--- config.mk ---
export PLATFORM = sky130hd
export DESIGN_NAME = writeback_commit
export DESIGN_NICKNAME = d
export VERILOG_FILES = /design/src/rtl/writeback_commit_pkg.sv /design/src/rtl/writeback_commit_rob_storage.sv /design/src/rtl/writeback_commit.sv
export SDC_FILE = /design/constraint.sdc
export NUM_CORES = 2
export LEC_CHECK = 0
export ABC_AREA = 1
export BUFFER_PORTS_ARGS = -buffer_cell sky130_fd_sc_hd__clkbuf_2
export CORE_ASPECT_RATIO = 0.7
export CORE_MARGIN = 10
export CORE_UTILIZATION = 53
export CTS_BUF_LIST = sky130_fd_sc_hd__clkbuf_2
export DETAILED_ROUTE_END_ITERATION = 10
export PLACE_DENSITY = 0.71
export SLEW_MARGIN = 10
export SYNTH_ARGS = -nofsm -noshare
export SYNTH_HDL_FRONTEND = slang
export SYNTH_SLANG_ARGS = --single-unit
--- constraint.sdc ---
create_clock -name clock -period 8.15 [get_ports clock]
set_input_delay 0.815 -clock clock [delete_from_list [all_inputs] [get_ports clock]]
set_output_delay 0.815 -clock clock [all_outputs]
set_load 0.1 [all_outputs]
--- src/rtl/writeback_commit_pkg.sv ---
// writeback_commit_pkg: shared widths, request/TLB/exception types and cause priority for the writeback stage
package writeback_commit_pkg;
  localparam int INSTR_ID_WIDTH = 4;
  localparam int REG_FILE_ADDR_WIDTH = 5;
  localparam int REG_FILE_DATA_WIDTH = 32;
  localparam int ADDR_WIDTH = 32;
  typedef enum logic [2:0] {
    XCPT_NONE,
    XCPT_FETCH,
    XCPT_DECODE,
    XCPT_ALU,
    XCPT_MUL,
    XCPT_DTLB_MISS
  } xcpt_cause_e;
  typedef struct packed {
    logic [19:0] vpn;
    logic [19:0] ppn;
  } tlb_req_info_t;
  typedef struct packed {
    logic [INSTR_ID_WIDTH-1:0] instr_id;
    logic [ADDR_WIDTH-1:0] pc;
    logic rf_wen;
    logic [REG_FILE_ADDR_WIDTH-1:0] rf_dest;
    logic [REG_FILE_DATA_WIDTH-1:0] rf_data;
    logic tlbwrite;
    tlb_req_info_t tlb_info;
    logic xcpt_fetch;
    logic xcpt_decode;
    logic xcpt_alu;
    logic xcpt_mul;
    logic xcpt_dtlb_miss;
    logic [ADDR_WIDTH-1:0] xcpt_addr;
  } writeback_request_t;
  typedef struct packed {
    xcpt_cause_e cause;
    logic [ADDR_WIDTH-1:0] pc;
    logic [ADDR_WIDTH-1:0] addr;
  } commit_xcpt_t;
  function automatic xcpt_cause_e xcpt_cause(input writeback_request_t r);
    return r.xcpt_fetch ? XCPT_FETCH : r.xcpt_decode ? XCPT_DECODE : r.xcpt_alu ? XCPT_ALU :
           r.xcpt_mul ? XCPT_MUL : r.xcpt_dtlb_miss ? XCPT_DTLB_MISS : XCPT_NONE;
  endfunction
endpackage

--- src/rtl/writeback_commit_rob_storage.sv ---
// writeback_commit_rob_storage: ROB slot array with valid bits, two fill ports and one head read port
module writeback_commit_rob_storage import writeback_commit_pkg::*; #(
  parameter int DEPTH = 8,
  parameter int ID_W = 3
) (
  input  logic clock,
  input  logic reset,
  input  logic a_en,
  input  writeback_request_t a_info,
  input  logic b_en,
  input  writeback_request_t b_info,
  input  logic clr_en,
  input  logic [ID_W-1:0] clr_idx,
  input  logic clr_all,
  input  logic [ID_W-1:0] rd_idx,
  output logic rd_valid,
  output writeback_request_t rd_info,
  output logic [DEPTH-1:0] valid
);
  writeback_request_t slots [DEPTH];
  logic [ID_W-1:0] a_idx, b_idx;
  assign a_idx = a_info.instr_id[ID_W-1:0];
  assign b_idx = b_info.instr_id[ID_W-1:0];
  assign rd_valid = valid[rd_idx];
  assign rd_info = slots[rd_idx];
  always_ff @(posedge clock) begin
    if (reset || clr_all) valid <= '0;
    else begin
      if (clr_en) valid[clr_idx] <= 1'b0;
      if (b_en) valid[b_idx] <= 1'b1;
      if (a_en) valid[a_idx] <= 1'b1;
    end
  end
  // port a is written last so the cache result wins a same-slot collision
  always_ff @(posedge clock) begin
    if (b_en) slots[b_idx] <= b_info;
    if (a_en) slots[a_idx] <= a_info;
  end
endmodule

--- src/rtl/writeback_commit.sv ---
// writeback_commit: in-order ROB commit of cache/mul results into RF writes, TLB writes or exception flushes
module writeback_commit import writeback_commit_pkg::*; #(
  parameter int ROB_DEPTH = 8,
  parameter int ROB_ID_W = 3
) (
  input  logic clock,
  input  logic reset,
  input  logic alloc_valid,
  output logic rob_full,
  input  logic cache_wb_valid,
  input  writeback_request_t cache_wb_info,
  input  logic mul_wb_valid,
  input  writeback_request_t mul_wb_info,
  output logic rf_wen,
  output logic [REG_FILE_ADDR_WIDTH-1:0] rf_dest,
  output logic [REG_FILE_DATA_WIDTH-1:0] rf_data,
  output logic new_tlb_entry,
  output tlb_req_info_t new_tlb_info,
  output logic xcpt_valid,
  output commit_xcpt_t xcpt_info,
  output logic flush_pipeline,
  output logic commit_valid,
  output logic [INSTR_ID_WIDTH-1:0] commit_instr_id
);
  localparam logic [ROB_ID_W:0] ONE = (ROB_ID_W+1)'(1);
  localparam logic [ROB_ID_W:0] DEPTH_W = (ROB_ID_W+1)'(ROB_DEPTH);
  logic [ROB_ID_W:0] head, tail, count, restart;
  logic [ROB_ID_W-1:0] cache_slot, mul_slot;
  logic [ROB_DEPTH-1:0] valid;
  logic commit, is_xcpt, take;
  writeback_request_t head_info;
  xcpt_cause_e cause;
  assign cause = xcpt_cause(head_info);
  assign is_xcpt = cause != XCPT_NONE;
  assign take = !flush_pipeline && !(commit && is_xcpt);
  assign restart = head_info.instr_id[ROB_ID_W:0] + ONE;
  assign count = tail - head;
  assign rob_full = count == DEPTH_W;
  assign cache_slot = cache_wb_info.instr_id[ROB_ID_W-1:0];
  assign mul_slot = mul_wb_info.instr_id[ROB_ID_W-1:0];
  writeback_commit_rob_storage #(.DEPTH(ROB_DEPTH), .ID_W(ROB_ID_W)) u_rob (
    .clock(clock),
    .reset(reset),
    .a_en(cache_wb_valid && take),
    .a_info(cache_wb_info),
    .b_en(mul_wb_valid && take),
    .b_info(mul_wb_info),
    .clr_en(commit && !is_xcpt),
    .clr_idx(head[ROB_ID_W-1:0]),
    .clr_all(commit && is_xcpt),
    .rd_idx(head[ROB_ID_W-1:0]),
    .rd_valid(commit),
    .rd_info(head_info),
    .valid(valid)
  );
  // an exception rewinds both pointers to the id after the faulting one
  always_ff @(posedge clock) begin
    if (reset) begin
      head <= '0;
      tail <= '0;
    end else if (commit && is_xcpt) begin
      head <= restart;
      tail <= restart;
    end else begin
      if (commit) head <= head + ONE;
      if (alloc_valid && !flush_pipeline) tail <= tail + ONE;
    end
  end
  always_ff @(posedge clock) begin
    rf_wen <= 1'b0;
    rf_dest <= '0;
    rf_data <= '0;
    new_tlb_entry <= 1'b0;
    new_tlb_info <= '0;
    xcpt_valid <= 1'b0;
    xcpt_info <= '0;
    flush_pipeline <= 1'b0;
    commit_valid <= 1'b0;
    commit_instr_id <= '0;
    if (!reset && commit && is_xcpt) begin
      xcpt_valid <= 1'b1;
      flush_pipeline <= 1'b1;
      xcpt_info <= '{cause: cause, pc: head_info.pc, addr: head_info.xcpt_addr};
    end else if (!reset && commit) begin
      rf_wen <= head_info.rf_wen;
      rf_dest <= head_info.rf_dest;
      rf_data <= head_info.rf_data;
      new_tlb_entry <= head_info.tlbwrite;
      new_tlb_info <= head_info.tlb_info;
      commit_valid <= 1'b1;
      commit_instr_id <= head_info.instr_id;
    end
  end
  assert property (@(posedge clock) disable iff (reset || flush_pipeline) !(alloc_valid && rob_full));
  assert property (@(posedge clock) disable iff (reset || flush_pipeline)
    !(cache_wb_valid && mul_wb_valid && cache_slot == mul_slot));
  assert property (@(posedge clock) disable iff (reset || flush_pipeline) !(cache_wb_valid && valid[cache_slot]));
  assert property (@(posedge clock) disable iff (reset || flush_pipeline) !(mul_wb_valid && valid[mul_slot]));
endmodule

==> metrics.md <==
| Metric | Value |
|---|---|
| MaxCap Viol Count | `0` |
| Initial core utilization | `53.7%` |
| Die footprint | `0.136 mm^2` |
| Largest net degree at the start of global routing | `242` |
| Fin util | `64.6%` |
| R2r worst-path depth | `14` |
| Hold WS | `0.261 ns` |
| Count leader, synth | `nand2_1` |
| Distinct cells, synth | `31` |
| Max Fclk | `0.170 GHz` |
| Synthesized area | `0.0644 mm^2` |
| Core Area | `0.120 mm^2` |
| Clock sink total | `1387` |
| HP Class | `in -> reg` |
| Async set-reset flop share out of synthesis | `0%` |
| Sequential share of the synthesized area | `62.0%` |
| Worst EP required | `9.62 ns` |
| CTS Buf Count | `350` |
| Cell-internal power | `10.7 mW` |
| Total wire length | `209000 um` |
| Critical hold path startpoint | `mul_wb_info[148]` |
| Ports | `463` |
| Hold bufs inserted after CTS | `776` |
| Final cycle utilization of the critical path | `72.2%` |
| Number of cells on the critical path | `14` |
| Area share of the largest cell type after synthesis | `56.7%` |
| RSZ-0062 raised after global routing | `false` |
| Tot GR Track Use | `29.6%` |
| Clock skew | `0.138 ns` |
| First-pass GRT wire length | `319000 um` |
| Pwr/cell area | `200 mW/mm^2` |
| # rows | `106` |
| Setup TNS | `0 ns` |
| Critical path class | `reg -> reg` |
| Total power | `15.5 mW` |
| Final Max Tran Viols | `0` |
| CTS tree | `built` |
| CTS resizes | `0` |
| DR iter-0 viols | `7268` |
| Post-Syn Instances | `6587` |
| Min Clock Period, post-route | `5.88 ns` |
| GR Overflow Total | `0` |
| Nature of the critical path endpoint | `flop` |
| Die height | `312 um` |
| Number of global-route vias before repair | `55072` |
| Clock Path Buffers | `4` |
| Ratio of cells with drive above 1 in the final layout | `14.2%` |
| Final Hold Viols | `0` |
| Relative slew margins | `11.2%` |
| Clk pwr share | `30.3%` |
| Logic gate share of total power | `16.5%` |
| Htree depth | `5` |
| Crit-path max cell delay | `0.87 ns` |
| Net switching component of the power | `4.71 mW` |
| Avg Inst Size Synth | `9.78 um^2` |
| Initial antenna violation count | `35` |
| Hpwl dp | `106000 um` |
| Routed Antenna Nets | `0` |
| TritonRoute pass-1 iters | `7` |
| IO Port Bufs | `462` |
| Top delay family on crit path | `buffers and inverters` |
| Actual slew at the worst max-slew pin | `1.33 ns` |
| Seq pwr share | `53.2%` |
| Switching Share | `30.5%` |
| Fill cell total of the finished layout | `9327` |
| Via/cell ratio | `5.90` |
| Clock Pin Slew Worst Setup and Hold Paths | `0.11 ns` |
| YS warnings | `0` |
| Critical path's slowest cell | `nand4_4` |
| WL per Instance | `22.0 um` |
| Bufs and invs on worst path | `4` |
| Ranking of synthesized cells by area | `edfxtp_1 (57%), nand2_1 (11%), o21ai_0 (5.7%)` |
| Post-synth EDFFs | `1216` |
| Worst setup SP type | `flop` |
| Area leader, netlist | `edfxtp_1` |
| Area Overhead vs Synth | `20.3%` |
| DRC errors left | `0` |
| CTS root buffer | `clkbuf_2` |
| Most instantiated cells after synthesis | `nand2_1 (1932), edfxtp_1 (1216), o21ai_0 (739)` |
| Cells along the critical path | `inv_8 -> nand2_1 -> nand3_1 -> nand2_1 -> nand2_1 -> nand2_1 -> nand3_2 -> o21bai_4 -> nand4_4 -> buf_4 -> buf_4 -> nand2_1 -> o21ai_1 -> dlygate4sd3_1` |
| Synthesized net count | `6902` |
| Crit path top cell by count | `nand2_1` |
| Synth Register Bits | `1387` |
| VDD IR max | `0.159 mV` |
| Gpl congestion | `0.847` |
| CP max FO | `149` |
| Lkg Pwr | `32.8 nW` |
| Worst Path Arrival | `7.35 ns` |
| Outcome | `completed` |
| NumNets Final | `7888` |
| Final setup violation count | `0` |
| Post-CTS setup buffer count | `0` |
| Worst-Skew Late Latency | `1.85 ns` |
| Worst hold path stage count | `7` |
| Die width | `437 um` |
| Most used DFF post-synth | `edfxtp_1` |
| Vias | `55979` |
-- layout by cell type (no fill, tap or decap), types with 168 or more instances in the layout --
cell type | synthesis | final
clkbuf_2 | 2 | 1008
a21oi_1 | 578 | 578
inv_1 | 213 | 213
dlygate4sd3_1 | 0 | 776
nand2_1 | 1932 | 1924
dfxtp_1 | 171 | 168
edfxtp_1 | 1216 | 1216
o21ai_1 | 481 | 481
a221oi_1 | 286 | 286
o21ai_0 | 739 | 739
-- flip-flops by register name (all words and copies together) (netlist names), named ones only --
register         count
tail                 4
new_tlb_entry        1
u_rob.slots       1216
head                 4
u_rob.valid          8
new_tlb_info        40
rf_dest              5
commit_instr_id      4
rf_data             32
xcpt_info           67
flush_pipeline       1
rf_wen               1
commit_valid         1
-- cells by family (layout without fill, tap and decap cells) --
kind of cell	Yosys count	after routing	share of synthesized area (%)
AND/OR/NAND/NOR	2054	2054	12.2
XOR/XNOR	8	8	0.109
adder cells (fa/ha/maj)	6	6	0.117
AO/OA/AOI/OAI	2235	2235	19.6
buffers and inverters	897	2137	5.94
flip-flops	1387	1387	62.0
other	0	35	0
-- metal layers --
layer	part of all wire [%]	GRT usage, %	vias to the layer above
met4	3.9	14.2	14
met5	0.041	0	-
met2	48	47.9	3692
met3	11	5.90	602
met1	38	38.1	26184
li1	-	-	25487
-- tightest hold or removal path, cell delays in order --
cell	delay [ns]
dlygate4sd3_1	0.53
clkbuf_2	0.19
nor2_1	0.08
nand4_1	0.19
nand3_1	0.10
nand2_1	0.06
inv_1	0.03
-- layout make-up --
class,instances,area (um^2),share of cell area [%]
sequential,1387,39900,51.6
multi-input combinational,4303,20700,26.8
timing repair buffer,1309,10800,14.0
clock buffer,546,2730,3.53
tap,1620,2030,2.62
inverter,222,857,1.11
clock inverter,60,263,0.339
antenna,35,87.6,0.113
-- power by group through the flow --
stage | logic [mW] | clock network [mW] | registers [mW]
after global routing | 2.78 | 5.09 | 8.25
after floorplan | 1.43 | 0 | 8.50
final | 2.55 | 4.68 | 8.23
after CTS | 2.50 | 4.71 | 8.22
after detailed placement | 2.17 | 0 | 8.38
after global placement | 2.12 | 0 | 8.38
-- stage by stage --
step / cells / setup slack (ns) / area (um^2)
2_1_floorplan: 6587 / 2.17 / 64400
3_3_place_gp: 8065 / 2.73 / 66600
3_5_place_dp: 8065 / 2.65 / 66600
4_1_cts: 9447 / 2.42 / 77400
5_1_grt: 9478 / 1.95 / 77500
6_report: 9482 / 2.27 / 77500
-- worst paths after layout --
kind / end / slack (ns)
min reg2reg: u_rob.valid[6] / 0.57
min: u_rob.valid[0] / 0.26
max: u_rob.slots[0][94] / 2.27
max reg2reg: u_rob.slots[0][94] / 2.27
Power figures use the tool's default switching activity.
